==> config.mk <==
export PLATFORM = sky130hd
export DESIGN_NAME = team_06_delay_buffer_ctrl
export DESIGN_NICKNAME = d
export VERILOG_FILES = /design/src/rtl/team_06_delay_buffer_ctrl.sv
export SDC_FILE = /design/constraint.sdc
export NUM_CORES = 1
export LEC_CHECK = 0
export CAP_MARGIN = 20
export CORE_MARGIN = 3
export CORE_UTILIZATION = 35
export DETAILED_ROUTE_END_ITERATION = 8
export PLACE_DENSITY = 0.64
export SLEW_MARGIN = 0
export SYNTH_ARGS = -nofsm -noshare
export SYNTH_HDL_FRONTEND = slang
export SYNTH_SLANG_ARGS = --single-unit
==> constraint.sdc <==
create_clock -name clk -period 2.3 [get_ports clk]
set_clock_uncertainty 0.15 [all_clocks]
set_input_delay 0.46 -clock clk [delete_from_list [all_inputs] [get_ports clk]]
set_output_delay 0.46 -clock clk [all_outputs]
set_load 0.1 [all_outputs]
==> src/rtl/team_06_delay_buffer_ctrl.sv <==
// Delay-memory responder for the echo/reverb effect. Each record stores one sample
// into a circular buffer in external SRAM. With search set, the sample DELAY slots
// back is then read and returned on past_output with a goodData pulse.
module team_06_delay_buffer_ctrl #(
  parameter int unsigned ADDR_W    = 16,
  parameter int unsigned DEPTH     = 4096,
  parameter int unsigned DELAY     = 2000,
  parameter int unsigned BASE_ADDR = 0,
  parameter logic [7:0]  SILENCE   = 8'd128
) (
  input  logic              clk,
  input  logic              rst,
  input  logic              record,
  input  logic              search,
  input  logic [7:0]        save_audio,
  input  logic              flush,
  output logic [7:0]        past_output,
  output logic              goodData,
  output logic              busy,
  output logic              dropped,
  output logic              mem_req,
  output logic              mem_we,
  output logic [ADDR_W-1:0] mem_addr,
  output logic [7:0]        mem_wdata,
  input  logic              mem_ack,
  input  logic [7:0]        mem_rdata
);

  localparam int unsigned PTR_W  = $clog2(DEPTH);
  localparam int unsigned FILL_W = $clog2(DEPTH + 1);

  localparam logic [1:0] S_IDLE  = 2'd0;
  localparam logic [1:0] S_WRITE = 2'd1;
  localparam logic [1:0] S_READ  = 2'd2;
  localparam logic [1:0] S_DONE  = 2'd3;

  logic [1:0]        state_q, state_d;
  logic [PTR_W-1:0]  wptr_q, wptr_d;
  logic [FILL_W-1:0] fill_q, fill_d;
  logic              srch_q, srch_d;
  logic              flush_pend_q, flush_pend_d;
  logic [7:0]        past_q, past_d;
  logic              good_q, good_d;
  logic              drop_q, drop_d;
  logic              req_q, req_d;
  logic              we_q, we_d;
  logic [ADDR_W-1:0] addr_q, addr_d;
  logic [7:0]        wdata_q, wdata_d;

  logic [PTR_W-1:0]  rptr;
  logic              fill_ge;

  // Map a buffer slot to its SRAM byte address.
  function automatic logic [ADDR_W-1:0] slot_addr(input logic [PTR_W-1:0] p);
    logic [31:0] a;
    a = BASE_ADDR + 32'(p);
    return a[ADDR_W-1:0];
  endfunction

  assign fill_ge = (32'(fill_q) >= DELAY);

  // Read slot is DELAY behind the write slot; DEPTH need not be a power of two.
  always_comb begin
    if (32'(wptr_q) >= DELAY) begin
      rptr = PTR_W'(32'(wptr_q) - DELAY);
    end else begin
      rptr = PTR_W'(32'(wptr_q) + DEPTH - DELAY);
    end
  end

  // Next-state logic for the write / optional read / done sequence.
  always_comb begin
    state_d      = state_q;
    wptr_d       = wptr_q;
    fill_d       = fill_q;
    srch_d       = srch_q;
    flush_pend_d = flush_pend_q;
    past_d       = past_q;
    good_d       = 1'b0;
    drop_d       = 1'b0;
    req_d        = req_q;
    we_d         = we_q;
    addr_d       = addr_q;
    wdata_d      = wdata_q;
    case (state_q)
      S_IDLE: begin
        if (flush) begin
          // Flush wins over a coincident record.
          wptr_d = '0;
          fill_d = '0;
          past_d = SILENCE;
          drop_d = record;
        end else if (record) begin
          wdata_d      = save_audio;
          srch_d       = search;
          flush_pend_d = 1'b0;
          req_d        = 1'b1;
          we_d         = 1'b1;
          addr_d       = slot_addr(wptr_q);
          state_d      = S_WRITE;
        end
      end
      S_WRITE: begin
        drop_d = record;
        if (flush) flush_pend_d = 1'b1;
        if (mem_ack) begin
          if (srch_q && fill_ge) begin
            we_d    = 1'b0;
            addr_d  = slot_addr(rptr);
            state_d = S_READ;
          end else begin
            req_d   = 1'b0;
            good_d  = srch_q;
            if (srch_q) past_d = SILENCE;
            state_d = S_DONE;
          end
        end
      end
      S_READ: begin
        drop_d = record;
        if (flush) flush_pend_d = 1'b1;
        if (mem_ack) begin
          req_d   = 1'b0;
          past_d  = mem_rdata;
          good_d  = srch_q;
          state_d = S_DONE;
        end
      end
      S_DONE: begin
        drop_d = record;
        // A flush seen during the transaction replaces the pointer advance.
        if (flush_pend_q || flush) begin
          wptr_d = '0;
          fill_d = '0;
        end else begin
          wptr_d = (32'(wptr_q) == DEPTH - 1) ? '0 : wptr_q + PTR_W'(1);
          fill_d = (32'(fill_q) == DEPTH) ? fill_q : fill_q + FILL_W'(1);
        end
        flush_pend_d = 1'b0;
        state_d      = S_IDLE;
      end
      default: state_d = S_IDLE;
    endcase
  end

  // State and output registers; async reset drops the bus request at once.
  always_ff @(posedge clk or posedge rst) begin
    if (rst) begin
      state_q      <= S_IDLE;
      wptr_q       <= '0;
      fill_q       <= '0;
      srch_q       <= 1'b0;
      flush_pend_q <= 1'b0;
      past_q       <= SILENCE;
      good_q       <= 1'b0;
      drop_q       <= 1'b0;
      req_q        <= 1'b0;
      we_q         <= 1'b0;
      addr_q       <= '0;
      wdata_q      <= '0;
    end else begin
      state_q      <= state_d;
      wptr_q       <= wptr_d;
      fill_q       <= fill_d;
      srch_q       <= srch_d;
      flush_pend_q <= flush_pend_d;
      past_q       <= past_d;
      good_q       <= good_d;
      drop_q       <= drop_d;
      req_q        <= req_d;
      we_q         <= we_d;
      addr_q       <= addr_d;
      wdata_q      <= wdata_d;
    end
  end

  assign past_output = past_q;
  assign goodData    = good_q;
  assign busy        = (state_q != S_IDLE);
  assign dropped     = drop_q;
  assign mem_req     = req_q;
  assign mem_we      = we_q;
  assign mem_addr    = addr_q;
  assign mem_wdata   = wdata_q;

endmodule

==> impl_metrics.env <==
export IMPL_ir_drop_mv=1.183
export IMPL_yosysWarnings=0
export IMPL_synth_yosys_seq_area_share=0.4742
export IMPL_core_area_um2=8848
export IMPL_crit_required_ns=1.69
export IMPL_min_path_type="input pin to asynchronous set/reset pin"
export IMPL_p_int_uw=2779
export IMPL_syn_area_per_cell_um2=10.43
export IMPL_first_pass_iters=4
export IMPL_syn_area_um2=3222
export IMPL_clock_path_buffers=2
export IMPL_yosys_top_cells_area="dfrtp_1 47%, mux2_2 7.7%, mux2i_1 4.0%"
export IMPL_leakagePower_uw=0.001884
export IMPL_clkPwrFrac=0.145
export IMPL_fin_cells=493
export IMPL_clock_latency_ns=0.34
export IMPL_holdBufCountCts=0
export IMPL_num_antenna_cells=0
export IMPL_synth_top_cell_area_share=0.4660
export IMPL_r2r_start="state_q[1]$_DFFE_PP0P_"
export IMPL_grt_total_usage=0.1477
export IMPL_routedWlPerCell_um=14.38
export IMPL_timing_fmax_mhz=465.0
export IMPL_cts_sinks=61
export IMPL_final_nets=413
export IMPL_syn_to_final_growth_pct=27.77
export IMPL_grt_max_degree=62
export IMPL_slowest_delay_ns=0.41
export IMPL_dp_hpwl_um=5165
export IMPL_drive_gt1_frac=0.2649
export IMPL_p_comb_frac=0.594
export IMPL_grt_pass1_wl_um=12000
export IMPL_rsz0062_at_grt="no"
export IMPL_synth_async_sr_flop_share=1.000
export IMPL_pwr_share_seq=0.261
export IMPL_cp_cell_sequence="inv_1, ha_2, buf_4, inv_1, buf_12"
export IMPL_p_per_area_nw_per_um2=1390
export IMPL_period_needed_ns=2.151
export IMPL_setup_tns_ns=0
export IMPL_cp_max_fo=9
export IMPL_maxSlewViolCount=0
export IMPL_dieArea_um2=10390
export IMPL_cpMostUsedCell="inv_1"
export IMPL_layout_common_cells="59 x dfrtp_1, 50 x buf_4, 27 x nor2_1"
export IMPL_outcome="completed"
export IMPL_final_util=0.4652
export IMPL_post_cts_buffers=0
export IMPL_cts_tree="done"
export IMPL_antenna_found_initial=0
export IMPL_cp_arrival_ns=1.54
export IMPL_h_tree_depth=3
export IMPL_drtAntennaViolNets=0
export IMPL_synthCells=309
export IMPL_rows=34
export IMPL_reg2reg_to="past_output[7]$_DFFE_PP1P_"
export IMPL_post_route_period_util=0.9350
export IMPL_synth_cell_type_count=53
export IMPL_ys_flop_type="dfrtp_1"
export IMPL_io_buffers=54
export IMPL_crit_path_end_kind="output port"
export IMPL_dieWidth_um=101.9
export IMPL_grt_overflow=0
export IMPL_viasPerCell=5.034
export IMPL_route_vias_total=2482
export IMPL_cp_slowest_cell="dfrtp_1"
export IMPL_reg2reg_slack_ns=0.24
export IMPL_grt_pass1_vias=2513
export IMPL_worstSetupPathType="register to output port"
export IMPL_wirelength_um=7091
export IMPL_ios=59
export IMPL_worst_setup_path_start_kind="register"
export IMPL_gp_congestion=0.8779
export IMPL_die_h_um=101.9
export IMPL_clk_pin_slew_ns=0.07
export IMPL_yosysTopAreaCell="dfrtp_1"
export IMPL_start_util=0.3641
export IMPL_numCtsBuffers=9
export IMPL_drt_iter0_drc=116
export IMPL_hold_viol_final=0
export IMPL_place_inst=478
export IMPL_p_sw_uw=2942
export IMPL_maxCapViolations=0
export IMPL_final_common_cell="dfrtp_1"
export IMPL_setup_violations=0
export IMPL_switching_share=0.5143
export IMPL_route_detailed_drc=0
export IMPL_root_buffer="clkbuf_8"
export IMPL_ys_ff_latch=61
export IMPL_r2r_cells=7
export IMPL_synth_edff_count=0
-- cell type report --
cell class / instances / area [um^2]
fill: 842 / 4732
clock buffer: 11 / 141.4
multi-input combinational: 214 / 1545
timing repair buffer: 75 / 665.6
clock inverter: 4 / 25.02
tap: 108 / 135.1
sequential: 61 / 1529
inverter: 20 / 75.07
-- repair_timing --
| item | in CTS | in global routing |
|---|---|---|
| endpoints found under the hold margin | 0 | 0 |
| resized for setup | 0 | 2 |
| endpoints found under the setup margin | 0 | 1 |
-- worst max-delay path: cells and delay by family, from the launching register on --
| kind | cells | cell delay (ns) |
|---|---|---|
| flops | 1 | 0.41 |
| fa+ha+maj | 1 | 0.24 |
| buf+inv | 4 | 0.54 |
-- power by group through the flow --
stage	logic, uW	clock network (uW)	registers, uW
final	3400	830	1490
after CTS	3420	861	1490
after detailed placement	3410	0	1510
after global routing	3610	912	1530
after floorplan	1140	0	2850
after global placement	3390	0	1500
-- through the flow --
step | power [uW] | worst slack, ns | hold slack (ns) | cell area (um^2)
after floorplan | 3993 | 0.1674 | 0.3349 | 3233
after global placement | 4898 | -0.06718 | 0.3401 | 3946
after CTS | 5773 | 0.04893 | 0.3543 | 4113
final | 5721 | 0.1495 | 0.3535 | 4116
after global routing | 6045 | 0.05427 | 0.3764 | 4116
after detailed placement | 4923 | -0.1060 | 0.3452 | 3946
-- registers in the layout (all words and copies together) (netlist names) --
signal / count
state_q: 2
mem_req: 1
dropped: 1
fill_q: 13
past_output: 8
mem_addr: 12
wptr_q: 12
srch_q: 1
goodData: 1
mem_we: 1
mem_wdata: 8
flush_pend_q: 1
-- cell usage after synthesis (all sizes together), types with 3 or more instances --
cell type / number
and4: 4
nor3: 3
nand2b: 5
nand3: 9
and3: 3
nand4: 9
inv: 20
o21ai: 14
nor4: 4
xnor2: 11
buf: 10
mux2: 23
clkbuf: 7
nand2: 19
dfrtp: 60
and2: 3
xor2: 7
o211ai: 5
a21oi: 7
nor2: 27
mux2i: 13
ha: 10
a31oi: 5
-- worst max path at each step --
stage / slack, ns / endpoint / depth (start not counted) / startpoint
after floorplan: 0.17 / busy / 4 / state_q[0]$_DFFE_PP0P_
after global placement: -0.07 / fill_q[11]$_DFFE_PP0P_ / 5 / flush
after detailed placement: -0.11 / wptr_q[11]$_DFFE_PP0P_ / 5 / flush
after CTS: 0.05 / busy / 5 / state_q[0]$_DFFE_PP0P_
after global routing: 0.05 / busy / 5 / state_q[1]$_DFFE_PP0P_
final: 0.15 / busy / 5 / state_q[1]$_DFFE_PP0P_
-- cell families (layout without fill, tap and decap cells) --
logic type	Yosys count	after routing	synth area share
flip-flops	61	61	0.4742
AND/OR/NAND/NOR	98	98	0.1600
buffers and inverters	37	110	0.05048
adder cells (fa/ha/maj)	10	10	0.03883
other	1	4	0.001164
XOR/XNOR	18	18	0.04893
multiplexers	36	36	0.1219
AO/OA/AOI/OAI	48	48	0.1045
-- metal layers --
layer,part of all wire,vias up,global-route usage
met3,0.053,9,0.04983
met4,0.0085,0,0.03935
met2,0.48,58,0.2425
met5,0,-,0
li1,-,1225,-
met1,0.46,1190,0.1878
No activity file was read; power rests on OpenSTA's default activity.
